File: src/rtl/feeder_pkg.sv
// Shared types and constants for the instruction stream feeder.
package feeder_pkg;

  // Serving FSM: wait for start, accept a request, count latency, respond.
  typedef enum logic [1:0] {
    IDLE  = 2'd0,
    READY = 2'd1,
    WAIT  = 2'd2,
    RESP  = 2'd3
  } state_t;

  // Addressing mode latched on start.
  typedef enum logic {
    STREAM  = 1'b0,
    INDEXED = 1'b1
  } mode_t;

  // addi x0, x0, 0
  localparam logic [31:0] NOP_WORD_DEFAULT = 32'h0000_0013;

  // Largest response latency the 3-bit counter can hold.
  localparam int LATENCY_MAX = 7;

endpackage

File: src/rtl/instr_stream_feeder_if.sv
// Instruction-memory port between a core (master) and the feeder (slave).
//
// Handshake: the master raises imem_read with pc; a request is accepted on the
// first rising edge where the feeder is ready. The feeder answers with a
// single-cycle imem_resp strobe, and instr is valid only while imem_resp=1.
// There is no back-pressure on the response; the master must take it.
interface instr_stream_feeder_if;
  logic [31:0] pc;
  logic        imem_read;
  logic [31:0] instr;
  logic        imem_resp;

  modport master (output pc, imem_read, input instr, imem_resp);
  modport slave  (input pc, imem_read, output instr, imem_resp);
endinterface

File: src/rtl/feeder_prog_mem.sv
// Program buffer: one synchronous write port, one asynchronous read port.
// A read of an index written in the same cycle returns the old word.
module feeder_prog_mem #(
  parameter int DEPTH = 16,
  parameter int AW    = $clog2(DEPTH)
) (
  input  logic          clk,
  input  logic          we,
  input  logic [AW-1:0] waddr,
  input  logic [31:0]   wdata,
  input  logic [AW-1:0] raddr,
  output logic [31:0]   rdata
);

  logic [31:0] mem [DEPTH];

  // Write port; contents are deliberately not reset.
  always_ff @(posedge clk) begin
    if (we) mem[waddr] <= wdata;
  end

  assign rdata = mem[raddr];

endmodule

File: src/rtl/instr_stream_feeder.sv
// Answers a core's instruction fetches from a loadable program buffer, either
// as a sequential stream or indexed by PC, with a fixed response latency.
module instr_stream_feeder
  import feeder_pkg::*;
#(
  parameter int          DEPTH     = 16,
  parameter int          AW        = $clog2(DEPTH),
  parameter int          LATENCY   = 1,
  parameter logic [31:0] BASE_ADDR = 32'h0000_0000,
  parameter logic [31:0] NOP_WORD  = NOP_WORD_DEFAULT
) (
  input  logic                 clk,
  input  logic                 rst,
  input  logic                 load_en,
  input  logic [AW-1:0]        load_addr,
  input  logic [31:0]          load_data,
  input  logic [AW:0]          prog_len,
  input  logic                 mode,
  input  logic                 start,
  instr_stream_feeder_if.slave imem,
  output logic                 busy,
  output logic                 done,
  output logic                 err,
  output logic [AW:0]          issued_count,
  output state_t               dbg_state
);

  localparam logic [AW:0] ONE      = (AW+1)'(1);
  localparam logic [AW:0] DEPTH_W  = (AW+1)'(DEPTH);
  localparam logic [2:0]  LAT_INIT = 3'(LATENCY - 1);

  state_t      state_q;
  mode_t       mode_q;
  logic [2:0]  cnt_q;
  logic [31:0] pc_q;
  logic [31:0] instr_q;
  logic        resp_q;
  logic        busy_q;
  logic        done_q;
  logic        err_q;
  logic [AW:0] issued_q;
  logic [AW:0] ptr_q;
  logic [AW:0] len_q;

  logic [31:0]   req_pc;
  logic [29:0]   widx;
  logic [AW-1:0] rd_idx;
  logic [31:0]   rdata;
  logic          fire;
  logic          hit;
  logic          set_done;
  logic          set_err;

  feeder_prog_mem #(.DEPTH(DEPTH), .AW(AW)) u_mem (
    .clk   (clk),
    .we    (load_en),
    .waddr (load_addr),
    .wdata (load_data),
    .raddr (rd_idx),
    .rdata (rdata)
  );

  // Decide the response word and flag updates for the request being answered.
  // With LATENCY=1 the response is formed on the accept edge, so pc is used
  // directly; otherwise the PC captured at accept is used.
  always_comb begin
    req_pc   = (state_q == READY) ? imem.pc : pc_q;
    widx     = 30'((req_pc - BASE_ADDR) >> 2);
    rd_idx   = '0;
    hit      = 1'b0;
    set_done = 1'b0;
    set_err  = 1'b0;
    fire     = ((state_q == READY) && imem.imem_read && (LATENCY == 1)) ||
               ((state_q == WAIT) && (cnt_q == 3'd1));
    if (mode_q == STREAM) begin
      rd_idx   = ptr_q[AW-1:0];
      hit      = (ptr_q < len_q);
      set_done = !hit || ((ptr_q + ONE) == len_q);
    end else begin
      // Range check on the full word offset before truncating to AW bits.
      rd_idx = widx[AW-1:0];
      if (req_pc[1:0] != 2'b00) begin
        set_err = 1'b1;
      end else if (done_q || ({2'b00, widx} >= 32'(len_q))) begin
        set_done = 1'b1;
      end else begin
        hit = 1'b1;
      end
    end
  end

  // Serving FSM with registered response and status outputs.
  always_ff @(posedge clk) begin
    if (rst) begin
      state_q  <= IDLE;
      mode_q   <= STREAM;
      cnt_q    <= 3'd0;
      pc_q     <= 32'd0;
      instr_q  <= NOP_WORD;
      resp_q   <= 1'b0;
      busy_q   <= 1'b0;
      done_q   <= 1'b0;
      err_q    <= 1'b0;
      issued_q <= '0;
      ptr_q    <= '0;
      len_q    <= '0;
    end else begin
      resp_q <= 1'b0;
      if (start) begin
        // Start (or restart): abandon any pending request without a response.
        state_q  <= READY;
        mode_q   <= mode ? INDEXED : STREAM;
        len_q    <= prog_len;
        cnt_q    <= 3'd0;
        busy_q   <= 1'b1;
        done_q   <= 1'b0;
        err_q    <= 1'b0;
        issued_q <= '0;
        ptr_q    <= '0;
      end else begin
        case (state_q)
          IDLE: state_q <= IDLE;
          READY: begin
            if (imem.imem_read) begin
              pc_q <= imem.pc;
              if (LATENCY == 1) begin
                state_q <= RESP;
              end else begin
                cnt_q   <= LAT_INIT;
                state_q <= WAIT;
              end
            end
          end
          WAIT: begin
            if (cnt_q == 3'd1) state_q <= RESP;
            else               cnt_q   <= cnt_q - 3'd1;
          end
          RESP: state_q <= READY;
          default: state_q <= IDLE;
        endcase

        if (fire) begin
          resp_q  <= 1'b1;
          instr_q <= hit ? rdata : NOP_WORD;
          if (hit) begin
            if (mode_q == STREAM) ptr_q <= ptr_q + ONE;
            if (issued_q != DEPTH_W) issued_q <= issued_q + ONE;
          end
          if (set_done) begin
            done_q <= 1'b1;
            busy_q <= 1'b0;
          end
          if (set_err) err_q <= 1'b1;
        end
      end
    end
  end

  assign imem.instr     = instr_q;
  assign imem.imem_resp = resp_q;
  assign busy           = busy_q;
  assign done           = done_q;
  assign err            = err_q;
  assign issued_count   = issued_q;
  assign dbg_state      = state_q;

endmodule

File: src/flat_wrapper.sv
// flat-port wrapper written by rule: the top's interface ports become plain ports
module instr_stream_feeder_flat import feeder_pkg::*;
#(
  parameter int          DEPTH     = 16,
  parameter int          AW        = $clog2(DEPTH),
  parameter int          LATENCY   = 1,
  parameter logic [31:0] BASE_ADDR = 32'h0000_0000,
  parameter logic [31:0] NOP_WORD  = NOP_WORD_DEFAULT
)
  (clk, rst, load_en, load_addr, load_data, prog_len, mode, start, busy, done, err, issued_count, dbg_state, imem_pc, imem_imem_read, imem_instr, imem_imem_resp);
  instr_stream_feeder_if imem_i ();
  input  logic clk;
  input  logic rst;
  input  logic load_en;
  input  logic [AW-1:0] load_addr;
  input  logic [31:0] load_data;
  input  logic [AW:0] prog_len;
  input  logic mode;
  input  logic start;
  output logic busy;
  output logic done;
  output logic err;
  output logic [AW:0] issued_count;
  output state_t dbg_state;
  input wire logic [$bits(imem_i.pc)-1:0] imem_pc;
  input wire logic [$bits(imem_i.imem_read)-1:0] imem_imem_read;
  output wire logic [$bits(imem_i.instr)-1:0] imem_instr;
  output wire logic [$bits(imem_i.imem_resp)-1:0] imem_imem_resp;
  assign imem_i.pc = imem_pc;
  assign imem_i.imem_read = imem_imem_read;
  assign imem_instr = imem_i.instr;
  assign imem_imem_resp = imem_i.imem_resp;
  instr_stream_feeder #(.DEPTH(DEPTH), .AW(AW), .LATENCY(LATENCY), .BASE_ADDR(BASE_ADDR), .NOP_WORD(NOP_WORD)) u_core (.clk(clk), .rst(rst), .load_en(load_en), .load_addr(load_addr), .load_data(load_data), .prog_len(prog_len), .mode(mode), .start(start), .imem(imem_i), .busy(busy), .done(done), .err(err), .issued_count(issued_count), .dbg_state(dbg_state));
endmodule
File: config.mk
export PLATFORM = sky130hd
export DESIGN_NAME = instr_stream_feeder_flat
export DESIGN_NICKNAME = d
export VERILOG_FILES = /design/src/rtl/feeder_pkg.sv /design/src/rtl/instr_stream_feeder_if.sv /design/src/rtl/feeder_prog_mem.sv /design/src/rtl/instr_stream_feeder.sv /design/src/flat_wrapper.sv
export SDC_FILE = /design/constraint.sdc
export NUM_CORES = 1
export LEC_CHECK = 0
export CORE_ASPECT_RATIO = 1.5
export CORE_MARGIN = 3
export CORE_UTILIZATION = 45
export CTS_CLUSTER_DIAMETER = 50
export DETAILED_ROUTE_END_ITERATION = 12
export PLACE_DENSITY = 0.61
export SLEW_MARGIN = 10
export SYNTH_ARGS = -nofsm -noshare
export SYNTH_HDL_FRONTEND = slang
export SYNTH_SLANG_ARGS = --single-unit
export TNS_END_PERCENT = 100
File: constraint.sdc
create_clock -name clk -period 8.1 [get_ports clk]
set_clock_uncertainty 0.15 [all_clocks]
set_input_delay 1.215 -clock clk [delete_from_list [all_inputs] [get_ports clk]]
set_output_delay 1.215 -clock clk [all_outputs]
set_load 0.01 [all_outputs]
==> impl_metrics.py <==
metrics = {
    "sta": {
        "layout_setup_ws_ns": 3.66,
        "fmax_mhz": 225,
        "post-route-period-util_pct": 54.8,
        "slew_headroom_pct": 20.6,
        "slew_viol_final": 0,
        "fin_setup_tns_ns": 0,
        "rsz0062_at_grt": "no",
        "hold_violations": 0,
        "tightest_slew_ns": 1.19,
        "layout_min_cycle_time_ns": 4.44,
        "setup_viol": 0,
    },
    "synthesis": {
        "synth_nets": 2021,
        "synthFlopType": "edfxtp_1",
        "synth_top_family_by_area": "simple AND/OR/NAND/NOR gates",
        "yosys_warnings": 0,
        "avgSynthCellArea_um2": 12.3,
        "ys_seq_elements": 601,
        "synth_cells": 1924,
        "synthesis.area_um2": 23700,
        "synthMuxAreaShare_pct": 2.34,
        "yosysSeqAreaShare_pct": 72.2,
        "synth_cell_types": 51,
        "synthSimpleGateAreaFrac_pct": 14.1,
        "synth-async-reset-ratio_pct": 0,
        "synth_compound_area_share_pct": 7.73,
        "synth_edf_count": 512,
        "synth_xor_xnor_area_share_pct": 0.369,
        "synth_fa_ha_area_share_pct": 0.948,
    },
    "setup_path": {
        "start_kind": "flop",
        "crit_type": "flop to flop",
        "critPathArrivalTime_ns": 4.77,
        "crit_fanout": 52,
        "r2r_slack_ns": 3.66,
        "cp_data_required_time_ns": 8.44,
        "r2r-end": "u_core.imem.instr[30]",
        "r2r_start": "u_core.dbg_state[1]",
        "endpoint_kind": "flop",
        "rr_worst_depth": 10,
    },
    "status": {
        "outcome": "complete, no violations",
    },
    "clock_network": {
        "cts_buffers": 56,
        "htree_levels": 2,
        "clockRootBuffer": "clkbuf_16",
        "cts-resized-gates": 0,
        "clk_path_buf_depth": 3,
        "cts_tree": "yes",
        "post-cts-setup-buffers": 0,
        "clk_pin_slew_ns": 0.06,
        "hold_buffers": 0,
        "clk_latency_ns": 0.61,
        "cts.sinks": 601,
    },
    "routing": {
        "drtAntennaViolNets": 0,
        "drc": 0,
        "routed_wirelength_um": 60300,
        "drtIter0Drc": 1148,
        "vias": 15600,
        "dr.pass1.iters": 7,
        "viasPerCell": 5.68,
        "wire_per_inst_um": 22.0,
    },
    "finish": {
        "stdcell_count": 2743,
        "drive_above_1_share_pct": 7.79,
        "area_growth_pct": 16.9,
        "finalCoreUtilization_pct": 53.5,
        "fin_nets": 2115,
    },
    "global_routing": {
        "grtUsageTotal_pct": 21.1,
        "grt_max_degree": 79,
        "first_global_vias": 15500,
        "grt-ovfl-total": 0,
        "grt_pass1_wl_um": 91600,
        "antenna_found_initial": 1,
    },
    "floorplan": {
        "num_rows": 102,
        "start_util_pct": 45.7,
        "die_x_um": 194,
        "ios": 122,
        "core_um2": 51900,
        "dieArea_um2": 55600,
        "die_h_um": 287,
    },
    "pwr": {
        "leakage_nw": 9.57,
        "pwr_density_cell_nw_per_um2": 240,
        "p_total_mw": 6.67,
        "irDropWorstVdd_v": 0.000177,
    },
    "min_path": {
        "hold_depth": 2,
        "hp-start": "u_core.imem.instr[15]",
        "hp-class": "flop to flop",
        "min_to": "u_core.imem.instr[15]",
    },
    "placement": {
        "dp_cells": 2636,
        "portBuffers": 121,
        "dp_hpwl_um": 31900,
        "routabilityCongestion": 0.779,
        "dp_slack_ns": 3.11,
    },
    "run": {
        "maxCapViolCount": 0,
    },
}
## placed cells by master, fill, tap and decap left out, types with 4 or more instances in the layout
master,n
a21oi_1,195
a31oi_1,25
and3_1,24
buf_4,34
bufinv_16,10
clkbuf_1,5
clkbuf_16,57
clkdlybuf4s50_1,121
clkinv_1,8
clkinv_2,11
clkinv_4,4
dfxtp_1,89
edfxtp_1,512
ha_1,18
inv_1,17
mux2i_1,49
nand2_1,566
nand2b_1,5
nand3_1,65
nand4_1,4
nor2_1,32
nor2_4,13
nor3_1,37
nor3_2,4
nor4_1,20
o21ai_0,10
o22a_1,4
o22ai_1,7
o32ai_1,23
o41ai_1,24
or3_1,7
xnor2_1,5
xor2_1,5
## worst max-delay path, stage by stage, from the launching register on
cell and delay, ns:
dfxtp_1 0.34, inv_1 0.09, ha_1 0.65, mux2i_1 0.33, a21oi_4 0.94, buf_4 0.65
buf_4 0.54, nor2_1 0.11, a32oi_1 0.23, nand3_1 0.10, a22o_1 0.19
## kinds of logic (layout without fill, tap and decap cells)
kind of cell    count (synthesis)  count (layout)
flops                         601             601
fa+ha+maj                      18              18
other cells                     0               1
xor+xnor                       10              10
compound gates                309             309
simple gates                  795             795
buf+inv                       136             278
mux                            55              55
## metal layers
layer / share of wire (%) / vias up / GRT usage [%] / wire length [µm]
met5: 0 / - / 0 / 0
met4: 3.0 / 0 / 7.51 / 1820
met3: 6.0 / 110 / 2.78 / 3600
met2: 50 / 542 / 36.9 / 29900
met1: 41 / 7776 / 27.3 / 24900
li1: - / 7162 / - / -
## power breakdown
group | internal, mW | switching (mW) | leakage, nW
clock network | 1.64 | 1.17 | 0.971
logic | 0.142 | 0.277 | 3.25
registers | 3.42 | 0.0238 | 5.35
## worst max path at each step
stage | start | to | slack, ns | cells after the start
detailed placement | imem_pc[2] | u_core.imem.instr[13] | 3.11 | 9
floorplan | load_addr[2] | u_core.u_mem.mem[0][0] | 3.56 | 2
CTS | u_core.dbg_state[1] | u_core.imem.instr[13] | 3.56 | 10
finish | u_core.dbg_state[1] | u_core.imem.instr[30] | 3.66 | 10
global route | u_core.dbg_state[1] | u_core.imem.instr[26] | 3.23 | 10
global placement | imem_pc[2] | u_core.imem.instr[30] | 3.22 | 9
## area by class of cell
| type | instances | area, µm² |
|---|---|---|
| fill | 4352 | 24200 |
| sequential | 601 | 17200 |
| multi-input combinational | 1187 | 6240 |
| clock buffer | 64 | 1470 |
| timing repair buffer | 155 | 1470 |
| tap | 676 | 846 |
| clock inverter | 42 | 517 |
| inverter | 17 | 63.8 |
| antenna | 1 | 2.50 |
## registers in the layout, indices dropped and copies added, names as in the netlist
| name | count |
|---|---|
| u_core.len_q | 5 |
| u_core.mode_q | 1 |
| u_core.cnt_q | 3 |
| u_core.issued_count | 5 |
| u_core.err | 1 |
| u_core.imem.imem_resp | 1 |
| u_core.imem.instr | 32 |
| u_core.dbg_state | 2 |
| u_core.u_mem.mem | 512 |
| u_core.busy | 1 |
| u_core.pc_q | 32 |
| u_core.ptr_q | 5 |
| u_core.done | 1 |
## through the flow
step	hold slack [ns]	cell area (µm²)
detailed placement	0.297	25800
floorplan	0.281	23700
finish	0.304	27800
global placement	0.290	25800
CTS	0.306	27800
global route	0.328	27800
## cell usage after synthesis (2+ instances only)
master | instances | area (µm²)
o22a_1 | 4 | 35.0
a21o_1 | 4 | 30.0
nor2b_1 | 3 | 18.8
nand2_1 | 566 | 2120
nor2_1 | 45 | 169
nor4_1 | 20 | 125
edfxtp_1 | 512 | 15400
o21ai_0 | 10 | 50.1
or4_1 | 3 | 22.5
nor3_1 | 41 | 205
or3_1 | 7 | 43.8
o41ai_1 | 24 | 210
dfxtp_1 | 89 | 1780
nand2b_1 | 5 | 31.3
and3_1 | 24 | 150
buf_2 | 17 | 85.1
or2_2 | 2 | 12.5
o22ai_1 | 7 | 43.8
nand4_1 | 4 | 25.0
xor2_1 | 5 | 43.8
nand3b_1 | 2 | 15.0
nand3_1 | 65 | 325
o31ai_1 | 2 | 15.0
inv_1 | 17 | 63.8
a211o_1 | 2 | 17.5
a21oi_1 | 198 | 991
mux2_2 | 4 | 45.0
buf_1 | 33 | 124
a31oi_1 | 25 | 156
clkbuf_1 | 68 | 255
o211ai_1 | 2 | 15.0
o32ai_1 | 23 | 201
xnor2_1 | 5 | 43.8
nand4b_1 | 2 | 17.5
mux2i_1 | 51 | 510
ha_1 | 18 | 225
(Power assumes the default switching activity.)
==> patch 1 (same settings) <==
`DEPTH` is set to 16 in 3 places; all go to 8.
--- a/src/rtl/feeder_prog_mem.sv
+++ b/src/rtl/feeder_prog_mem.sv
@@ -2,5 +2,5 @@
 // A read of an index written in the same cycle returns the old word.
 module feeder_prog_mem #(
-  parameter int DEPTH = 16,
+  parameter int DEPTH = 8,
   parameter int AW    = $clog2(DEPTH)
 ) (
--- a/src/rtl/instr_stream_feeder.sv
+++ b/src/rtl/instr_stream_feeder.sv
@@ -4,5 +4,5 @@
   import feeder_pkg::*;
 #(
-  parameter int          DEPTH     = 16,
+  parameter int          DEPTH     = 8,
   parameter int          AW        = $clog2(DEPTH),
   parameter int          LATENCY   = 1,
--- a/src/flat_wrapper.sv
+++ b/src/flat_wrapper.sv
@@ -2,5 +2,5 @@
 module instr_stream_feeder_flat import feeder_pkg::*;
 #(
-  parameter int          DEPTH     = 16,
+  parameter int          DEPTH     = 8,
   parameter int          AW        = $clog2(DEPTH),
   parameter int          LATENCY   = 1,
Ports: changed (resized issued_count, load_addr and prog_len); port bits go from 122 to 119. No check against the original RTL was run, so the function may have changed too.
==> patch 1 against the original RTL <==
- setup slack better by 0.45 ns
- sequential cell count down 259
- routed wire length down 53%
- area after synthesis down 44%
- final cell count down 49%
- count of clock-buffer cells in the layout down 22
- final area down 42%
- die area down 43%
- power down 44%
==> patch 1: results (changes against the original RTL) <==
[drt]
drtIter0Drc = 357  ; -69%
m1WireLength_um = 11900  ; -52%
dr.pass1.iters = 4  ; -3
wl_per_cell_um = 20.3  ; -7.6%
highest_layer = met5
route.detailed.vias_per_inst = 5.35  ; -5.8%
drt_wl_total_um = 28600  ; -53%
met3_wirelength_um = 1550  ; -57%
wl_met2_um = 14600  ; -51%

[setup_path]
crit_fanout = 39  ; -25%
kind_of_end_point_of_the_critical_path = flop
crit_slowest_cell = sky130_fd_sc_hd__buf_4
timing.reg2reg.setup_slack_ns = 4.11  ; +0.45 ns
cpPeakStageDelay_ns = 0.69  ; -0.25 ns
reg2reg_to = u_core.imem.instr[15]
crit_arrival_ns = 4.24  ; -0.53 ns
r2r.worst_path.cells = 9  ; -1

[clock_network]
worst_skew_pair.late_latency_ns = 0.51  ; -0.10 ns
cts_buffers = 35  ; -38%
clockBufferDepth = 3  ; unchanged
ctsResizeCount = 0  ; unchanged
clock_tree.root_cell = sky130_fd_sc_hd__clkbuf_16

[power]
power_combinational_uw = 264  ; -37%
max-vdd-ir-drop_mv = 0.143  ; -19%
netSwitchingFraction_pct = 21.6  ; -0.37 points
clock_power_share_pct = 40.2  ; -1.9 points
power.static_leakage_nw = 5.57  ; -42%
power.sequential.fraction_pct = 52.7  ; +1.1 points

[place]
place_inst = 1347  ; -49%
globalplace.congestion = 0.757  ; -2.8%
preCtsSetupSlack_ns = 3.57  ; +0.461 ns
detailedPlacementHpwl_um = 15900  ; -50%
io_buffer_count = 118  ; -2.5%
dpl_cell_area_um2 = 15000  ; -42%

[synth]
ys_top_cells_by_area = sky130_fd_sc_hd__edfxtp_1 58%, sky130_fd_sc_hd__dfxtp_1 13%, sky130_fd_sc_hd__mux4_2 9.8%
syn_area_per_cell_um2 = 15.3  ; +24%
synth.distinct_cells = 43  ; -16%
yosys-top-cells-count = 256 x sky130_fd_sc_hd__edfxtp_1, 177 x sky130_fd_sc_hd__nand2_1, 86 x sky130_fd_sc_hd__dfxtp_1, 58 x sky130_fd_sc_hd__mux4_2, 43 x sky130_fd_sc_hd__a21oi_1
yosysSeqAreaShare_pct = 70.7  ; -1.6 points
post_synthesis_net_count = 961  ; -52%
synth_enable_flop_cells = 256  ; -50%

[status]
run_status = finished, final reports clean

[finish]
post_route_cells_drive_above_1_share_pct = 14.1  ; +6.3 points
largest_register_ffs = 256  ; -50%
antenna-diode-count = 0  ; -1
nets = 1087  ; -49%

[grt]
globalRouteMet2Util_pct = 31.4  ; -5.5 points
first_pass_grt_wire_length_um = 44900  ; -51%
met1_usage_pct = 23.6  ; -3.7 points
pin_count_of_the_biggest_net_entering_global_routing = 59  ; -25%
antenna_found_initial = 1  ; unchanged
global_route.usage.total_pct = 18.2  ; -2.9 points
global_route.usage.met3_pct = 3.66  ; +0.88 points
via_count_of_the_first_global_routing_pass = 7899  ; -49%

[timing]
fin_crit_ns = 3.99  ; -0.453 ns
tightest_slew_ns = 1.11  ; -0.0809 ns
holdWs_ns = 0.292  ; -0.0120 ns

[min_path]
min_to = u_core.imem.instr[1]
min_from = u_core.imem.instr[1]

patch 1: cell families (layout without fill, tap and decap cells):
group | Yosys count | count (layout) | synth area share [%]
adder cells (fa/ha/maj) | 16 | 16 | 1.50
multiplexers | 87 | 87 | 12.0
buffers and inverters | 62 | 213 | 2.37
AND/OR/NAND/NOR | 260 | 260 | 8.11
flip-flops | 342 | 342 | 70.7
XOR/XNOR | 9 | 9 | 0.592
AO/OA/AOI/OAI | 92 | 92 | 4.73
patch 1: layout make-up:
class	instances	area (um^2)
inverter	18	67.6
tap	390	488
fill	2402	12900
timing repair buffer	133	1290
clock inverter	20	139
sequential	342	9410
multi-input combinational	464	3700
clock buffer	42	923
patch 1: worst max-delay path, delay by kind of cell, from the launching register on:
family	cells	cell delay, ns
AND/OR/NAND/NOR	2	0.14
AO/OA/AOI/OAI	2	0.72
buffers and inverters	2	0.78
flip-flops	1	0.33
multiplexers	2	1.04
adder cells (fa/ha/maj)	1	0.67
==> patch 2 (same settings) <==
Made on the original files. Put one more register stage on the output `dbg_state`, without a reset. The value now appears one clock later. The other outputs are not delayed to match.
--- a/src/rtl/instr_stream_feeder.sv
+++ b/src/rtl/instr_stream_feeder.sv
@@ -163,5 +163,7 @@
   assign err            = err_q;
   assign issued_count   = issued_q;
-  assign dbg_state      = state_q;
+  always_ff @(posedge clk) begin
+    dbg_state <= state_q;
+  end
 
 endmodule
Function: changed (a bounded check fails within 4 cycles, from zero or initial values and one cycle with rst high).
==> patch 2 against the original RTL <==
- final area grew 1.2%
- setup slack gained 0.047 ns
- die area grew 1.8%
- routed wire length grew 0.68%
- via count shrank 4.9%
- highest routed layer is now met5
- power shrank 1.5%
- sequential cell count grew 2
- area after synthesis grew 1.9%
==> patch 2: results (changes against the original RTL) <==
[status]
run_status = finished, final reports clean

[grt]
global_route.usage.met3_pct = 3.10  ; +0.32 points
global_route.usage.total_pct = 21.0  ; -0.13 points
antenna_found_initial = 2  ; +1
globalRouteMet2Util_pct = 35.3  ; -1.6 points
first_pass_grt_wire_length_um = 92200  ; +0.65%
met1_usage_pct = 28.4  ; +1.1 points
via_count_of_the_first_global_routing_pass = 15100  ; -2.3%
pin_count_of_the_biggest_net_entering_global_routing = 86  ; +8.9%

[synth]
yosysSeqAreaShare_pct = 71.1  ; -1.1 points
syn_warnings = 0  ; unchanged
post_synthesis_net_count = 1807  ; -11%
syn_area_per_cell_um2 = 14.1  ; +15%
ys_top_cells_by_area = sky130_fd_sc_hd__edfxtp_1 64%, sky130_fd_sc_hd__mux2i_1 9.1%, sky130_fd_sc_hd__dfxtp_1 7.5%
synth.distinct_cells = 60  ; +18%
yosys-top-cells-count = 512 x sky130_fd_sc_hd__edfxtp_1, 264 x sky130_fd_sc_hd__nand2_1, 220 x sky130_fd_sc_hd__mux2i_1, 129 x sky130_fd_sc_hd__a21oi_1, 91 x sky130_fd_sc_hd__dfxtp_1
synth_adder_area_share_pct = 0.931  ; -0.017 points
synth_enable_flop_cells = 512  ; unchanged
synth-xor-area-share_pct = 0.326  ; -0.043 points
compound_gate_portion_of_the_synthesized_area_pct = 7.97  ; +0.24 points
post_synth_mux_area_share_pct = 9.49  ; +7.1 points

[drt]
route.detailed.vias_per_inst = 5.81  ; +2.1%
drt_wl_total_um = 60700  ; +0.68%
wl_per_cell_um = 23.7  ; +8.1%
dr.pass1.iters = 7  ; unchanged
drtIter0Drc = 1101  ; -4.1%

[timing]
tightest_slew_ns = 1.15  ; -0.0363 ns

[min_path]
hp-class = reg -> reg
worst_hold_path.num_cells = 0  ; -2
min_from = u_core.state_q[0]
min_to = u_core.dbg_state[0]

[setup_path]
crit_fanout = 29  ; -44%
regToRegStartpoint = u_core.state_q[1]
r2r.worst_path.cells = 11  ; +1
cpPeakStageDelay_ns = 0.80  ; -0.14 ns
crit_arrival_ns = 4.74  ; -0.03 ns
reg2reg_to = u_core.imem.instr[9]
timing.reg2reg.setup_slack_ns = 3.80  ; +0.14 ns
crit_slowest_cell = sky130_fd_sc_hd__a211o_2

[place]
io_buffer_count = 121  ; unchanged
place_inst = 2447  ; -7.2%
detailedPlacementHpwl_um = 33000  ; +3.3%
globalplace.congestion = 0.795  ; +2.1%
dpl_cell_area_um2 = 26200  ; +1.7%
preCtsSetupSlack_ns = 3.12  ; +0.0117 ns

[power]
max-vdd-ir-drop_mv = 0.180  ; +1.6%
switchingPower_mw = 1.47  ; about the same
power.static_leakage_nw = 9.19  ; -4.0%

[finish]
antenna-diode-count = 0  ; -1
nets = 1921  ; -9.2%
post_route_cells_drive_above_1_share_pct = 8.86  ; +1.1 points
nFillCells = 4410  ; +1.3%

[clock_network]
clock_tree.root_cell = sky130_fd_sc_hd__clkbuf_16
worst_skew_pair.late_latency_ns = 0.60
ctsResizeCount = 0  ; unchanged
clk_pin_slew_ns = 0.06  ; about the same
cts_buffers = 57  ; +1.8%
cts_setup_buffers = 0  ; unchanged

patch 2: changes by cell type after synthesis, sizes merged, moves of 10 or more:
cell,change
nand2,-302
mux2i,+170
a21oi,-69
o221ai,+56
a211oi,+29
nor3,-24
o41ai,-24
and3,-23
o32ai,-23
clkbuf,-18
nor4,-12
nand3,+10
patch 2: power groups by stage:
stage               clock [mW]  sequential (mW)  combinational [mW]
CTS                       2.70             3.46               0.465
floorplan                    0             3.52               0.274
finish                    2.66             3.46               0.462
global placement             0             3.52               0.457
detailed placement           0             3.52               0.464
global route              2.82             3.46               0.504
patch 2: through the flow:
step | hold WS [ns] | utilization (%)
finish | 0.237 | 53.0
global route | 0.252 | 53.0
CTS | 0.240 | 53.0
detailed placement | 0.230 | 49.5
global placement | 0.226 | 49.5
floorplan | 0.215 | -
patch 2: final cells by class:
type                       count  area share [%]
clock buffer                  77            5.52
clock inverter                31            1.13
inverter                      18           0.241
multi-input combinational    988            23.6
sequential                   603            61.2
tap                          682            3.04
timing repair buffer         156            5.23
patch 2: routing by layer:
metal | up-vias | share of wire [%]
li1 | 6754 | -
met1 | 7440 | 42
met2 | 511 | 49
met3 | 123 | 6.0
met4 | 4 | 3.0
met5 | - | 0.066
patch 2: worst max path at each step:
stage                 startpoint                      to  slack [ns]  depth (start not counted)
global placement      imem_pc[5]   u_core.imem.instr[30]        3.14                          9
CTS                   imem_pc[5]    u_core.imem.instr[9]        3.68                          9
finish                imem_pc[5]    u_core.imem.instr[9]        3.71                          9
floorplan           load_addr[2]  u_core.u_mem.mem[0][0]        3.56                          2
global route          imem_pc[5]    u_core.imem.instr[9]        3.60                          9
detailed placement    imem_pc[5]    u_core.imem.instr[2]        3.12                          9
